File: src/rtl/store_narrower.sv
// Store-path narrower: lane-aligns register data for byte/halfword/word stores,
// builds byte enables and error/truncation flags, and queues results in a small FIFO.
module store_narrower #(
    parameter int DEPTH = 2,
    parameter int CNT_W = 8
) (
    input  logic             clk,
    input  logic             rst_n,
    input  logic             in_valid,
    output logic             in_ready,
    input  logic [31:0]      in_data,
    input  logic [31:0]      in_addr,
    input  logic [1:0]       in_size,
    input  logic             in_sign,
    output logic             out_valid,
    input  logic             out_ready,
    output logic [31:0]      out_addr,
    output logic [31:0]      out_wdata,
    output logic [3:0]       out_be,
    output logic             out_trunc,
    output logic             out_error,
    output logic [CNT_W-1:0] err_count
);

    localparam int PTR_W = (DEPTH > 2) ? 2 : 1;
    localparam int OCC_W = PTR_W + 1;

    typedef enum logic [1:0] {
        SZ_BYTE = 2'b00,
        SZ_HALF = 2'b01,
        SZ_WORD = 2'b10,
        SZ_RSVD = 2'b11
    } size_e;

    size_e       size_sel;
    logic        misaligned;
    logic        rsvd_size;
    logic        trunc_next;
    logic        error_next;
    logic [31:0] wdata_next;
    logic [3:0]  be_raw;
    logic [3:0]  be_next;

    assign size_sel = size_e'(in_size);

    // Classification of the request; truncation is only meaningful for narrow sizes.
    always_comb begin
        misaligned = 1'b0;
        rsvd_size  = 1'b0;
        trunc_next = 1'b0;
        case (size_sel)
            SZ_BYTE: begin
                trunc_next = in_sign ? (in_data[31:8] != {24{in_data[7]}})
                                     : (in_data[31:8] != 24'd0);
            end
            SZ_HALF: begin
                misaligned = in_addr[0];
                trunc_next = in_sign ? (in_data[31:16] != {16{in_data[15]}})
                                     : (in_data[31:16] != 16'd0);
            end
            SZ_WORD: begin
                misaligned = (in_addr[1:0] != 2'b00);
            end
            default: begin
                rsvd_size = 1'b1;
            end
        endcase
    end

    assign error_next = misaligned | rsvd_size;

    // Per-lane data replication and enable decode.
    genvar gi;
    generate
        for (gi = 0; gi < 4; gi++) begin : g_lane
            logic [7:0] lane_byte;
            logic       lane_hit;

            assign lane_byte = (size_sel == SZ_BYTE) ? in_data[7:0] :
                               (size_sel == SZ_HALF) ? in_data[8*(gi%2) +: 8] :
                                                       in_data[8*gi +: 8];

            assign lane_hit  = (size_sel == SZ_BYTE) ? (in_addr[1:0] == 2'(gi)) :
                               (size_sel == SZ_HALF) ? (in_addr[1] == 1'(gi/2)) :
                               (size_sel == SZ_WORD);

            assign wdata_next[8*gi +: 8] = lane_byte;
            assign be_raw[gi]            = lane_hit;
        end
    endgenerate

    // An erroneous entry must never write memory.
    assign be_next = error_next ? 4'b0000 : be_raw;

    logic [29:0] addr_mem  [DEPTH];
    logic [31:0] wdata_mem [DEPTH];
    logic [3:0]  be_mem    [DEPTH];
    logic        trunc_mem [DEPTH];
    logic        error_mem [DEPTH];

    logic [PTR_W-1:0] wr_ptr_reg, wr_ptr_next;
    logic [PTR_W-1:0] rd_ptr_reg, rd_ptr_next;
    logic [OCC_W-1:0] count_reg, count_next;
    logic [CNT_W-1:0] err_count_reg, err_count_next;
    logic             push;
    logic             pop;

    assign in_ready  = (count_reg < OCC_W'(DEPTH));
    assign out_valid = (count_reg != '0);
    assign push      = in_valid & in_ready;
    assign pop       = out_valid & out_ready;

    always_comb begin
        wr_ptr_next    = wr_ptr_reg;
        rd_ptr_next    = rd_ptr_reg;
        count_next     = count_reg;
        err_count_next = err_count_reg;
        if (push) begin
            wr_ptr_next = (wr_ptr_reg == PTR_W'(DEPTH - 1)) ? '0 : wr_ptr_reg + 1'b1;
        end
        if (pop) begin
            rd_ptr_next = (rd_ptr_reg == PTR_W'(DEPTH - 1)) ? '0 : rd_ptr_reg + 1'b1;
        end
        case ({push, pop})
            2'b10:   count_next = count_reg + 1'b1;
            2'b01:   count_next = count_reg - 1'b1;
            default: count_next = count_reg;
        endcase
        if (push && error_next && (err_count_reg != {CNT_W{1'b1}})) begin
            err_count_next = err_count_reg + 1'b1;
        end
    end

    always_ff @(posedge clk or negedge rst_n) begin
        if (!rst_n) begin
            wr_ptr_reg    <= '0;
            rd_ptr_reg    <= '0;
            count_reg     <= '0;
            err_count_reg <= '0;
        end else begin
            wr_ptr_reg    <= wr_ptr_next;
            rd_ptr_reg    <= rd_ptr_next;
            count_reg     <= count_next;
            err_count_reg <= err_count_next;
        end
    end

    // Entry storage needs no reset: a slot is only read after it has been written.
    always_ff @(posedge clk) begin
        if (push) begin
            addr_mem[wr_ptr_reg]  <= in_addr[31:2];
            wdata_mem[wr_ptr_reg] <= wdata_next;
            be_mem[wr_ptr_reg]    <= be_next;
            trunc_mem[wr_ptr_reg] <= trunc_next;
            error_mem[wr_ptr_reg] <= error_next;
        end
    end

    // Outputs read as zero while empty so stale entries are never presented.
    assign out_addr  = out_valid ? {addr_mem[rd_ptr_reg], 2'b00} : 32'd0;
    assign out_wdata = out_valid ? wdata_mem[rd_ptr_reg] : 32'd0;
    assign out_be    = out_valid ? be_mem[rd_ptr_reg] : 4'd0;
    assign out_trunc = out_valid & trunc_mem[rd_ptr_reg];
    assign out_error = out_valid & error_mem[rd_ptr_reg];
    assign err_count = err_count_reg;

endmodule

File: config.mk
export PLATFORM = sky130hd
export DESIGN_NAME = store_narrower
export DESIGN_NICKNAME = d
export VERILOG_FILES = /design/src/rtl/store_narrower.sv
export SDC_FILE = /design/constraint.sdc
export NUM_CORES = 1
export LEC_CHECK = 0
export BUFFER_PORTS_ARGS = -buffer_cell sky130_fd_sc_hd__buf_2
export CELL_PAD_IN_SITES_DETAIL_PLACEMENT = 1
export CELL_PAD_IN_SITES_GLOBAL_PLACEMENT = 2
export CORE_ASPECT_RATIO = 1.2
export CORE_MARGIN = 1
export CORE_UTILIZATION = 35
export CTS_BUF_LIST = sky130_fd_sc_hd__clkbuf_4 sky130_fd_sc_hd__clkbuf_8 sky130_fd_sc_hd__clkbuf_16
export CTS_CLUSTER_SIZE = 14
export DETAILED_ROUTE_END_ITERATION = 6
export PLACE_DENSITY = 0.87
export SLEW_MARGIN = 20
export SYNTH_ARGS = -nofsm -noshare
export SYNTH_HDL_FRONTEND = slang
export SYNTH_SLANG_ARGS = --single-unit
File: constraint.sdc
create_clock -name clk -period 12 [get_ports clk]
set_input_delay 1.2 -clock clk [delete_from_list [all_inputs] [get_ports clk]]
set_output_delay 1.2 -clock clk [all_outputs]
set_load 0.005 [all_outputs]
# Word level (Yosys, flattened, before mapping)
# Memory sizes are Yosys's and may differ from the RTL's.
# Index checks and enable logic that the tools add are counted.
# totals
reg_bits	12
latchBits	0
mem_bits_rw	136
rom_bits	0
in_bits	71
output_inout_bits	80
elab_cells	66
memories	5
# classes
add_sub_neg	5
multipliers	0
n_div	0
order_cmp	1
n_eq_ne	10
n_shift	0
mux	25
n_bitwise	6
reduce_logical	10
# memory_table
name	words	word_bits	read_ports	rd_clocked_by_memory_dff	wr	line_no	source
wdata_mem	2	32	1	0	1	96	logic [31:0] wdata_mem [DEPTH];
addr_mem	2	30	1	0	1	95	logic [29:0] addr_mem [DEPTH];
be_mem	2	4	1	0	1	97	logic [3:0] be_mem [DEPTH];
error_mem	2	1	1	0	1	99	logic error_mem [DEPTH];
trunc_mem	2	1	1	0	1	98	logic trunc_mem [DEPTH];
# op_table
op	count
two-way mux 32 bit	2
two-way mux 8 bit	5
inequality test 24 bit	1
nonzero test 24 bit	1
inequality test 16 bit	1
nonzero test 16 bit	1
two-way mux 1 bit	13
adder 8 x 1 -> 8 bit, second input constant	1
== test 2 bit, second input constant	4
two-way mux 4 bit	2
inequality test 8 bit, second input constant	1
== test 2 x 1 -> 1 bit, second input constant	3
nonzero test 2 bit	3
AND 1 bit	4
zero test 2 bit	2
case mux 1 bit (2 select lines)	2
case mux 2 bit (2 select lines)	1
OR reduction 3 bit	1
adder 1 bit, second input constant	2
adder 2 x 1 -> 2 bit, second input constant	1
logical AND 1 bit	2
< comparator 2 bit, second input constant	1
subtractor 2 x 1 -> 2 bit, second input constant	1
inverter 1 bit	1
OR 1 bit	1

# Logic depth before layout (Yosys ltp)
# Gate-level depths: netlist (run 1).
# depth
depth_word	6
depth_mapped	7
depth_no_buf	7

# Worst setup path before layout (run 1)
# OpenSTA, ideal clock, no wires.
# synth_timing
path_type	in2reg
startpoint	input in_valid
endpoint	memory addr_mem[0][0] (enable)
setup_time_ns	0.494
arrival_time_ns	4.314
required_time_ns	11.506
setup_slack_ns	7.192
cell_stages	3
path_buffers	0
cell_sequence	and2b_1 inv_1 nor2_1
# synth_via
elab_chain_cells	3
# synth_rtl
item	line_no	source
start: declaration	9	input logic in_valid,
AND 1 bit	110	assign push = in_valid & in_ready;
two-way mux 1 bit	150	if (push) begin
two-way mux 1 bit (implied by the code)	151	addr_mem[wr_ptr_reg] <= in_addr[31:2];
end: declaration	95	
# No other way between the ends.

# Final worst setup path (run 1)
# layout_timing
startpoint	register rd_ptr_reg
endpoint	output out_wdata[24]
# layout_via
elab_chain_cells	2
# layout_rtl
item	line_no	source
start: declaration	102	logic [PTR_W-1:0] rd_ptr_reg, rd_ptr_next;
start signal: assignment	142	rd_ptr_reg <= rd_ptr_next;
memory (2 x 32 bit)	-	
two-way mux 32 bit	161	assign out_wdata = out_valid ? wdata_mem[rd_ptr_reg] : 32'd0;
end: declaration	18	output logic [31:0] out_wdata,
# No other way between the ends.

==> impl_metrics.csv, run 1 <==
group,metric,value,unit
job,maxCapViolations,0,
sta,final.setup.tns,0,ps
min_path,hp-start,"err_count[7]$_DFFE_PN0P_",
clock_tree,post_cts_buffers,0,
global_route,antenna_found_initial,0,
finish,antenna-diode-count,0,
routing,wirelength,14900,um
sta,fmax,276,MHz
sta,hold_violations,0,
clock_tree,postCtsHoldBufs,0,
sta,slew_violations,0,
finish,drive_above_1_share,33.1,%
min_path,hold_depth,1,
power_and_ir_drop,p_per_area,228,nW/um^2
routing,num_vias,4059,
sta,period_needed,3620,ps
global_route,grt.total_usage,16.4,%
routing,drt-vias-per-instance,4.94,
clock_tree,clock-root-buffer,"clkbuf_16",
yosys,synth_edf_count,136,
critical_path,rrSetupSlack,9430,ps
power_and_ir_drop,total_power,0.00179,W
placement,place_ws,8630,ps
critical_path,cpMaxStageDelayCell,"dfrtp_4",
clock_tree,path_clk_slew,60,ps
critical_path,critPathMaxStageDelay,800,ps
yosys,seq_area_frac_synth,69.2,%
clock_tree,clk_latency,400,ps
critical_path,crit_type,"reg -> out",
clock_tree,clkSinkCount,148,
sta,fin_ws,8380,ps
finish,reg_top3,"wdata_mem (64), addr_mem (60)",
clock_tree,tritoncts,"built",
finish,mostFrequentLayoutCells,"148 x buf_2, 136 x edfxtp_1, 76 x mux2i_1",
routing,drt_iter0_drc,319,
run_status,outcome,"finished with violations",
global_route,grt_pass1_vias,4319,
sta,finalClockSkew,4.54,ps
routing,wl_per_cell,18.1,um
placement,portBuffers,148,
critical_path,start_kind,"flip-flop",
finish,largest_register_ffs,64,
power_and_ir_drop,peakVddDrop,0.000140,V
yosys,syn_inst,441,
yosys,synth_top_flop_cell,"edfxtp_1",
critical_path,crit_path_end_kind,"output port",
clock_tree,numCtsBuffers,17,
sta,worstMarginPinSlew,976,ps
yosys,synth_warnings,0,
critical_path,reg2reg_depth,4,
floorplanning,die_y,149,um
yosys,synthesis.area,6330,sq um
clock_tree,ctsHtreeMaxLevel,4,
yosys,ys_types,37,
critical_path,worstPathMaxFanout,36,
routing,antenna_left,0,
critical_path,startpoint,"rd_ptr_reg$_DFFE_PN0P_",
floorplanning,core_area,17600,sq um
finish,area_growth,23.8,%
global_route,grt_pass1_wl,23100,um
yosys,yosysTopAreaCell,"edfxtp_1",
sta,slew-limit-headroom,34.9,%
floorplanning,die-area,18600,sq um
sta,grt_setup_unrepaired,"false",
sta,setup_viol,0,
finish,nets,667,
clock_tree,cts_buffer_depth,2,
floorplanning,die_w,125,um
yosys,synth_area_leaders,"edfxtp_1 64%, mux2i_1 12%, dfrtp_1 4.7%",
placement,gp_congestion,0.902,
critical_path,worstReg2RegStart,"count_reg[1]$_DFFE_PN0P_",
floorplanning,core.rowCount,53,
yosys,synth-seq-cells,148,
min_path,hp-class,"reg -> reg",
floorplanning,start_util,35.9,%
global_route,grt_max_degree,69,
yosys,synth_top_area_share,64.5,%
placement,dp_hpwl,10400,um
global_route,overflow,0,
routing,drc,22,
routing,first_pass_iters,6,
yosys,async_flop_share,8.11,%
min_path,hold_path_end,"err_count[7]$_DFFE_PN0P_",
yosys,avgSynthCellArea,14.4,sq um
sta,period_share,30.2,%
finish,final_common_cell,"buf_2",
critical_path,worstPathCellList,"buf_4 > mux2i_1 > nor2_1 > buf_2",
run_status,violations,"DRC",
critical_path,critPathRequiredTime,10800,ps
clock_tree,cts.repair.resized,0,
critical_path,r2r_end,"wdata_mem[0][28]$_DFFE_PP_",
critical_path,critical_path_arrival,2420,ps
power_and_ir_drop,leakage,3.23,nW
finish,regMostFlops,"wdata_mem",
floorplanning,ios,151,
[area by class of cell]
cell class | instances | area, sq um
sequential | 148 | 4390
clock buffer | 17 | 425
multi-input combinational | 256 | 1790
inverter | 16 | 60.1
tap | 220 | 275
timing repair buffer | 151 | 763
fill | 1876 | 9800
clock inverter | 14 | 139
[power breakdown]
part	internal, W	switching, W
logic	0.000234	0.000302
clock network	0.000303	0.000201
registers	0.000680	0.0000651
[cells by family (layout without fill, tap and decap cells)]
group / count (synthesis) / in the layout / share of synthesized area (%)
flops: 148 / 148 / 69.2
simple gates: 122 / 122 / 8.73
mux: 85 / 85 / 13.7
buf+inv: 38 / 198 / 2.83
compound gates: 29 / 29 / 2.63
xor+xnor: 12 / 12 / 1.66
fa+ha+maj: 6 / 6 / 1.19
other cells: 1 / 2 / 0.0592
[worst max path at each step]
stage	end	slack, ps	cells past startpoint
6_report	out_wdata[24]	8380	4
5_1_grt	out_wdata[14]	8190	4
4_1_cts	out_wdata[10]	8290	4
3_5_place_dp	be_mem[0][0]$_DFFE_PP_	8630	5
3_3_place_gp	be_mem[0][0]$_DFFE_PP_	8650	5
2_1_floorplan	addr_mem[0][0]$_DFFE_PP_	7190	3
[through the flow]
| stage | hold slack (ps) | util, % | instances | instance area (sq um) |
|---|---|---|---|---|
| 6_report | 494 | 44.5 | 822 | 7840 |
| 5_1_grt | 514 | 44.5 | 822 | 7840 |
| 4_1_cts | 495 | 44.5 | 822 | 7840 |
| 3_5_place_dp | 483 | 41.3 | 791 | 7280 |
| 3_3_place_gp | 480 | 41.3 | 791 | 7280 |
| 2_1_floorplan | 456 | - | 442 | 6340 |
[synthesized netlist by cell type, drive strengths merged, types with 5 or more instances]
cell and count:
and2 5, buf 14, clkbuf 8, dfrtp 12, edfxtp 136, ha 6
inv 16, mux2 9, mux2i 76, nand2 13, nand4 8, nor2 77
nor4 7, o21ai 20, xor2 9
[critical path, delay by kind of cell, from the launching register on]
family / cells / cell delay (ps)
flip-flops: 1 / 800
AND/OR/NAND/NOR: 1 / 80
multiplexers: 1 / 250
buffers and inverters: 2 / 830
[metal layers]
metal	vias to the layer above	track usage (%)	part of all wire [%]
li1	1911	-	-
met1	2005	20.2	42
met2	132	28.9	52
met3	11	3.30	4.6
met4	0	5.74	1.2
met5	-	0	0
(Power assumes the default switching activity.)
==> run 2: changes to the inputs <==
Settings changed: CORE_UTILIZATION 35 to 33, PLACE_DENSITY 0.87 to 0.86.
Clock period 12 ns to 3.1 ns, I/O delays scaled along.
==> run 2 against run 1 <==
The run now ends clean. Clock-buffer cell count increased by 1. Setup slack got worse by 7600 ps. Die area increased by 6.0%. Final cell count increased by 4.9%. Clock skew increased by 1.8 ps. Critical endpoint is now out_wdata[21]. Largest power group unchanged.
==> impl_metrics.csv, run 2 (synthesis results as in run 1) <==
group,metric,value,unit
critical_path,worstPathMaxFanout,46,
global_route,grt_pass1_wl,23900,um
routing,antenna_left,0,
run_status,outcome,"complete, no violations",
finish,fill_cells,2037,
critical_path,worstReg2RegStart,"count_reg[0]$_DFFE_PN0P_",
finish,mostFrequentLayoutCells,"148 x buf_2, 136 x edfxtp_1, 76 x mux2i_1",
floorplanning,core_area,18900,sq um
global_route,overflow,0,
finish,drive_above_1_share,33.3,%
routing,wirelength,15400,um
critical_path,reg2reg_depth,6,
critical_path,crit_path_end_kind,"output port",
clock_tree,cts_buffer_depth,2,
global_route,antenna_found_initial,0,
finish,nets,670,
routing,wl_per_cell,17.8,um
finish,largest_register_ffs,64,
finish,final_common_cell,"buf_2",
sta,setup_viol,0,
critical_path,critical_path_arrival,2010,ps
clock_tree,post_cts_buffers,0,
floorplanning,die_y,154,um
finish,antenna-diode-count,0,
job,maxCapViolations,0,
floorplanning,ios,151,
global_route,grt.total_usage,16.2,%
critical_path,start_kind,"flip-flop",
floorplanning,core.rowCount,55,
placement,place_ws,898,ps
routing,drt-vias-per-instance,4.73,
clock_tree,clkSinkCount,148,
floorplanning,die_w,128,um
min_path,hp-class,"in -> reg",
critical_path,r2r_end,"count_reg[1]$_DFFE_PN0P_",
clock_tree,cts.repair.resized,0,
clock_tree,path_clk_slew,60,ps
critical_path,critPathCapture,"out_wdata[21]",
sta,slew-limit-headroom,56.7,%
critical_path,rrSetupSlack,1190,ps
global_route,met1_usage,19.3,%
clock_tree,clk_latency,420,ps
routing,num_vias,4079,
sta,grt_setup_unrepaired,"false",
sta,slew_violations,0,
finish,regMostFlops,"wdata_mem",
finish,reg_top3,"wdata_mem (64), addr_mem (60)",
routing,drc,0,
power_and_ir_drop,peakVddDrop,0.000380,V
critical_path,startpoint,"rd_ptr_reg$_DFFE_PN0P_",
critical_path,crit_type,"reg -> out",
sta,period_needed,2320,ps
clock_tree,tritoncts,"built",
sta,hold_violations,0,
power_and_ir_drop,leakage,3.26,nW
finish,area_growth,25.7,%
placement,gp_congestion,0.833,
clock_tree,ctsHtreeMaxLevel,4,
global_route,grt-busiest-layer,"met2",
global_route,grt_pass1_vias,4340,
global_route,grt_util_met3,4.18,%
power_and_ir_drop,total_power,0.00697,W
placement,portBuffers,148,
floorplanning,die-area,19700,sq um
critical_path,critPathRequiredTime,2790,ps
sta,period_share,75.0,%
sta,finalClockSkew,6.31,ps
floorplanning,start_util,33.6,%
clock_tree,numCtsBuffers,17,
routing,drt_iter0_drc,199,
routing,first_pass_iters,7,
clock_tree,postCtsHoldBufs,1,
sta,fmax,430,MHz
global_route,grt_max_degree,69,
sta,final.setup.tns,0,ps
clock_tree,clock-root-buffer,"clkbuf_16",
sta,fin_ws,776,ps
placement,dp_hpwl,10500,um
sta,worstMarginPinSlew,650,ps
power_and_ir_drop,p_per_area,875,nW/um^2
global_route,grtUsageMet2,28.2,%
## run 2: final cells by class
cell class | count | area [sq um] | share of cell area (%)
clock inverter | 14 | 129 | 1.62
tap | 256 | 320 | 4.02
sequential | 148 | 4390 | 55.1
multi-input combinational | 256 | 1790 | 22.5
inverter | 16 | 60.1 | 0.755
clock buffer | 18 | 433 | 5.44
timing repair buffer | 154 | 838 | 10.5
## run 2: power breakdown
part	leakage, nW	internal, W	switching, W
sequential	1.40	0.00263	0.000224
clock	0.260	0.00112	0.000829
combinational	1.60	0.000960	0.00121
## run 2: per-layer routing
layer | vias up | wire [um]
met5 | - | 0
met4 | 0 | 166
met3 | 12 | 816
met2 | 128 | 7810
met1 | 2026 | 6560
li1 | 1913 | -
## run 2: worst min-delay path by stage
stage	from	to	cells after the start
6_report	in_addr[7]	addr_mem[1][5]$_DFFE_PP_	1
2_1_floorplan	rst_n	count_reg[0]$_DFFE_PN0P_	0
3_5_place_dp	rst_n	err_count[7]$_DFFE_PN0P_	1
3_3_place_gp	rst_n	err_count[7]$_DFFE_PN0P_	1
5_1_grt	in_addr[23]	addr_mem[0][21]$_DFFE_PP_	1
4_1_cts	in_addr[7]	addr_mem[0][5]$_DFFE_PP_	1
## run 2: critical path, stage by stage (launching register included)
cell and delay [ps]:
dfrtp_4 720, buf_12 330, mux2i_1 260, nor2_1 70
buf_2 140
## run 2: through the flow
stage	util (%)	hold slack [ps]	cells	cell area, sq um
2_1_floorplan	-	14.4	442	6340
3_3_place_gp	39.2	197	829	7390
3_5_place_dp	39.2	212	829	7390
4_1_cts	42.2	57.6	862	7960
5_1_grt	42.2	59.9	862	7960
6_report	42.2	83.1	862	7960
==> run 3: changes to the inputs <==
Settings changed: ABC_AREA from default to 1, CORE_UTILIZATION 33 to 34, PLACE_DENSITY 0.86 to 0.89.
Clock period 3.1 ns to 2.35 ns, I/O delays scaled along.
==> run 3 against run 2 <==
Hold slack worse by 61 ps. Via count rose by 20%. Critical path depth rose by 1. First-iteration DRC count down 12%. Clock skew about the same. Sequential share of layout area is 2.9 points lower. Synthesized cell count rose by 33%. Area after synthesis grew 2.1%.
==> impl_metrics.csv, run 3 <==
group,metric,value,unit
finish,antenna-diode-count,0,
power_and_ir_drop,p_per_area,1150,nW/um^2
floorplanning,die-area,19600,sq um
sta,period_share,86.7,%
clock_tree,cts.repair.resized,0,
floorplanning,core.rowCount,54,
finish,fill_cells,2080,
clock_tree,ctsHtreeMaxLevel,4,
placement,placed_cells_incl_taps,970,
finish,final_cells,1028,
critical_path,path_buf_inv,3,
floorplanning,ios,151,
floorplanning,die_w,128,um
global_route,grt_max_degree,70,
finish,final_common_cell,"nand2_1",
yosys,yosys-top-cells-count,"197 x nand2_1, 136 x edfxtp_1, 81 x a21oi_1",
finish,regMostFlops,"wdata_mem",
critical_path,critical_path_arrival,1800,ps
global_route,grt_pass1_vias,5237,
routing,wirelength,16900,um
critical_path,cpMaxStageDelayCell,"dfrtp_2",
min_path,hold_depth,1,
finish,nets,840,
sta,slew_violations,0,
critical_path,critPathRequiredTime,2120,ps
yosys,synth_warnings,0,
placement,portBuffers,148,
sta,hold_violations,0,
routing,wl_per_cell,16.4,um
finish,multi_input_area,1820,sq um
sta,grt_setup_unrepaired,"false",
floorplanning,core_area,18400,sq um
global_route,grt.total_usage,18.3,%
routing,drc,0,
critical_path,crit_type,"reg -> out",
clock_tree,tritoncts,"built",
sta,setup_viol,0,
clock_tree,clock-root-buffer,"clkbuf_16",
yosys,synth_edf_count,136,
critical_path,worstPathCellList,"inv_2 > buf_4 > nand2_1 > a21oi_1 > buf_2",
finish,mostFrequentLayoutCells,"197 x nand2_1, 148 x buf_2, 136 x edfxtp_1",
finish,reg_top3,"wdata_mem (64), addr_mem (60)",
critical_path,start_kind,"flip-flop",
min_path,hp-class,"in -> reg",
global_route,overflow,0,
yosys,synth_top_area_share,63.2,%
power_and_ir_drop,total_power,0.00967,W
global_route,antenna_found_initial,0,
finish,drive_above_1_share,27.1,%
critical_path,reg2reg_depth,6,
finish,final_core_util,45.6,%
run_status,outcome,"complete, no violations",
critical_path,crit_path_end_kind,"output port",
finish,largest_register_ffs,64,
finish,area_growth,29.7,%
floorplanning,die_y,153,um
yosys,syn_inst,588,
sta,fmax,491,MHz
critical_path,cp.depth,5,
sta,whs,22.0,ps
sta,finalClockSkew,6.78,ps
yosys,yosysTopAreaCell,"edfxtp_1",
critical_path,crit_family,"buffers and inverters",
routing,num_vias,4880,
yosys,ys_types,28,
routing,antenna_left,0,
clock_tree,clkSinkCount,148,
critical_path,critPathMaxStageDelay,420,ps
finish,regArea,4390,sq um
power_and_ir_drop,peakVddDrop,0.000765,V
yosys,async_flop_share,8.11,%
clock_tree,path_clk_slew,60,ps
clock_tree,cts_buffer_depth,2,
placement,gp_congestion,0.842,
yosys,synth_top_flop_cell,"edfxtp_1",
yosys,synth_area_leaders,"edfxtp_1 63%, nand2_1 11%, a21oi_1 6.3%",
power_and_ir_drop,leakage,3.46,nW
sta,period_needed,2040,ps
clock_tree,clk_latency,420,ps
sta,final.setup.tns,0,ps
floorplanning,start_util,35.2,%
clock_tree,numCtsBuffers,17,
yosys,synthMostInstantiatedCell,"nand2_1",
routing,drt_iter0_drc,176,
placement,dp_hpwl,11700,um
global_route,grt_pass1_wl,27200,um
routing,drt-vias-per-instance,4.75,
yosys,avgSynthCellArea,11.0,sq um
yosys,seq_area_frac_synth,67.8,%
yosys,synth-seq-cells,148,
job,maxCapViolations,0,
yosys,synthesis.area,6470,sq um
critical_path,worstPathMaxFanout,45,
routing,first_pass_iters,4,
-- run 3: cell count changes after synthesis, sizes merged, moves of 11 or more --
cell / change
a21oi: +80
mux2i: -76
nor2: -44
inv: +11
buf: +12
nand2: +186
nand3: +11
-- run 3: stage by stage --
step	setup WS [ps]	instance area, sq um
floorplan	-433	6470
global placement	604	7490
detailed placement	555	7490
CTS	265	8390
global route	174	8390
finish	313	8390
-- run 3: power by group --
group / switching [W] / internal [W] / total, W
Combinational: 0.00197 / 0.00116 / 0.00313
Clock: 0.00103 / 0.00189 / 0.00292
Sequential: 0.000170 / 0.00346 / 0.00363
-- run 3: worst paths after layout --
path | from | endpoint | slack, ps
setup / recovery | rd_ptr_reg$_DFFE_PN0P_ | out_wdata[17] | 310
hold / removal | in_addr[28] | addr_mem[0][26]$_DFFE_PP_ | 20
setup reg to reg | count_reg[1]$_DFFE_PN0P_ | count_reg[1]$_DFFE_PN0P_ | 790
hold reg to reg | err_count[3]$_DFFE_PN0P_ | err_count[3]$_DFFE_PN0P_ | 540
max in group asynchronous | rst_n | rd_ptr_reg$_DFFE_PN0P_ | 1850
min in group asynchronous | rst_n | count_reg[0]$_DFFE_PN0P_ | 250
-- run 3: per-layer routing --
| layer | vias up | wire [um] | GRT usage, % |
|---|---|---|---|
| met2 | 123 | 8930 | 32.7 |
| met1 | 2372 | 6810 | 20.9 |
| li1 | 2358 | - | - |
| met5 | - | 0 | 0 |
| met3 | 27 | 703 | 3.99 |
| met4 | 0 | 428 | 8.01 |
-- run 3: logic make-up after synthesis --
logic type / share of synthesized area (%)
AO/OA/AOI/OAI: 8.65
buffers and inverters: 4.43
adder cells (fa/ha/maj): 1.16
XOR/XNOR: 1.08
other: 0.0580
AND/OR/NAND/NOR: 15.4
multiplexers: 1.39
flip-flops: 67.8
-- run 3: layout make-up --
| cell class | instances | area share [%] |
|---|---|---|
| clock inverter | 14 | 2.51 |
| multi-input combinational | 383 | 21.7 |
| inverter | 28 | 1.25 |
| clock buffer | 18 | 5.16 |
| tap | 252 | 3.76 |
| timing repair buffer | 185 | 13.4 |
| sequential | 148 | 52.3 |
-- run 3: repair_timing --
item,4_1_cts,5_1_grt
endpoints found under the setup margin,0,0
hold endpoints to repair,61,0
buffers inserted,0,0
hold buffers,26,0
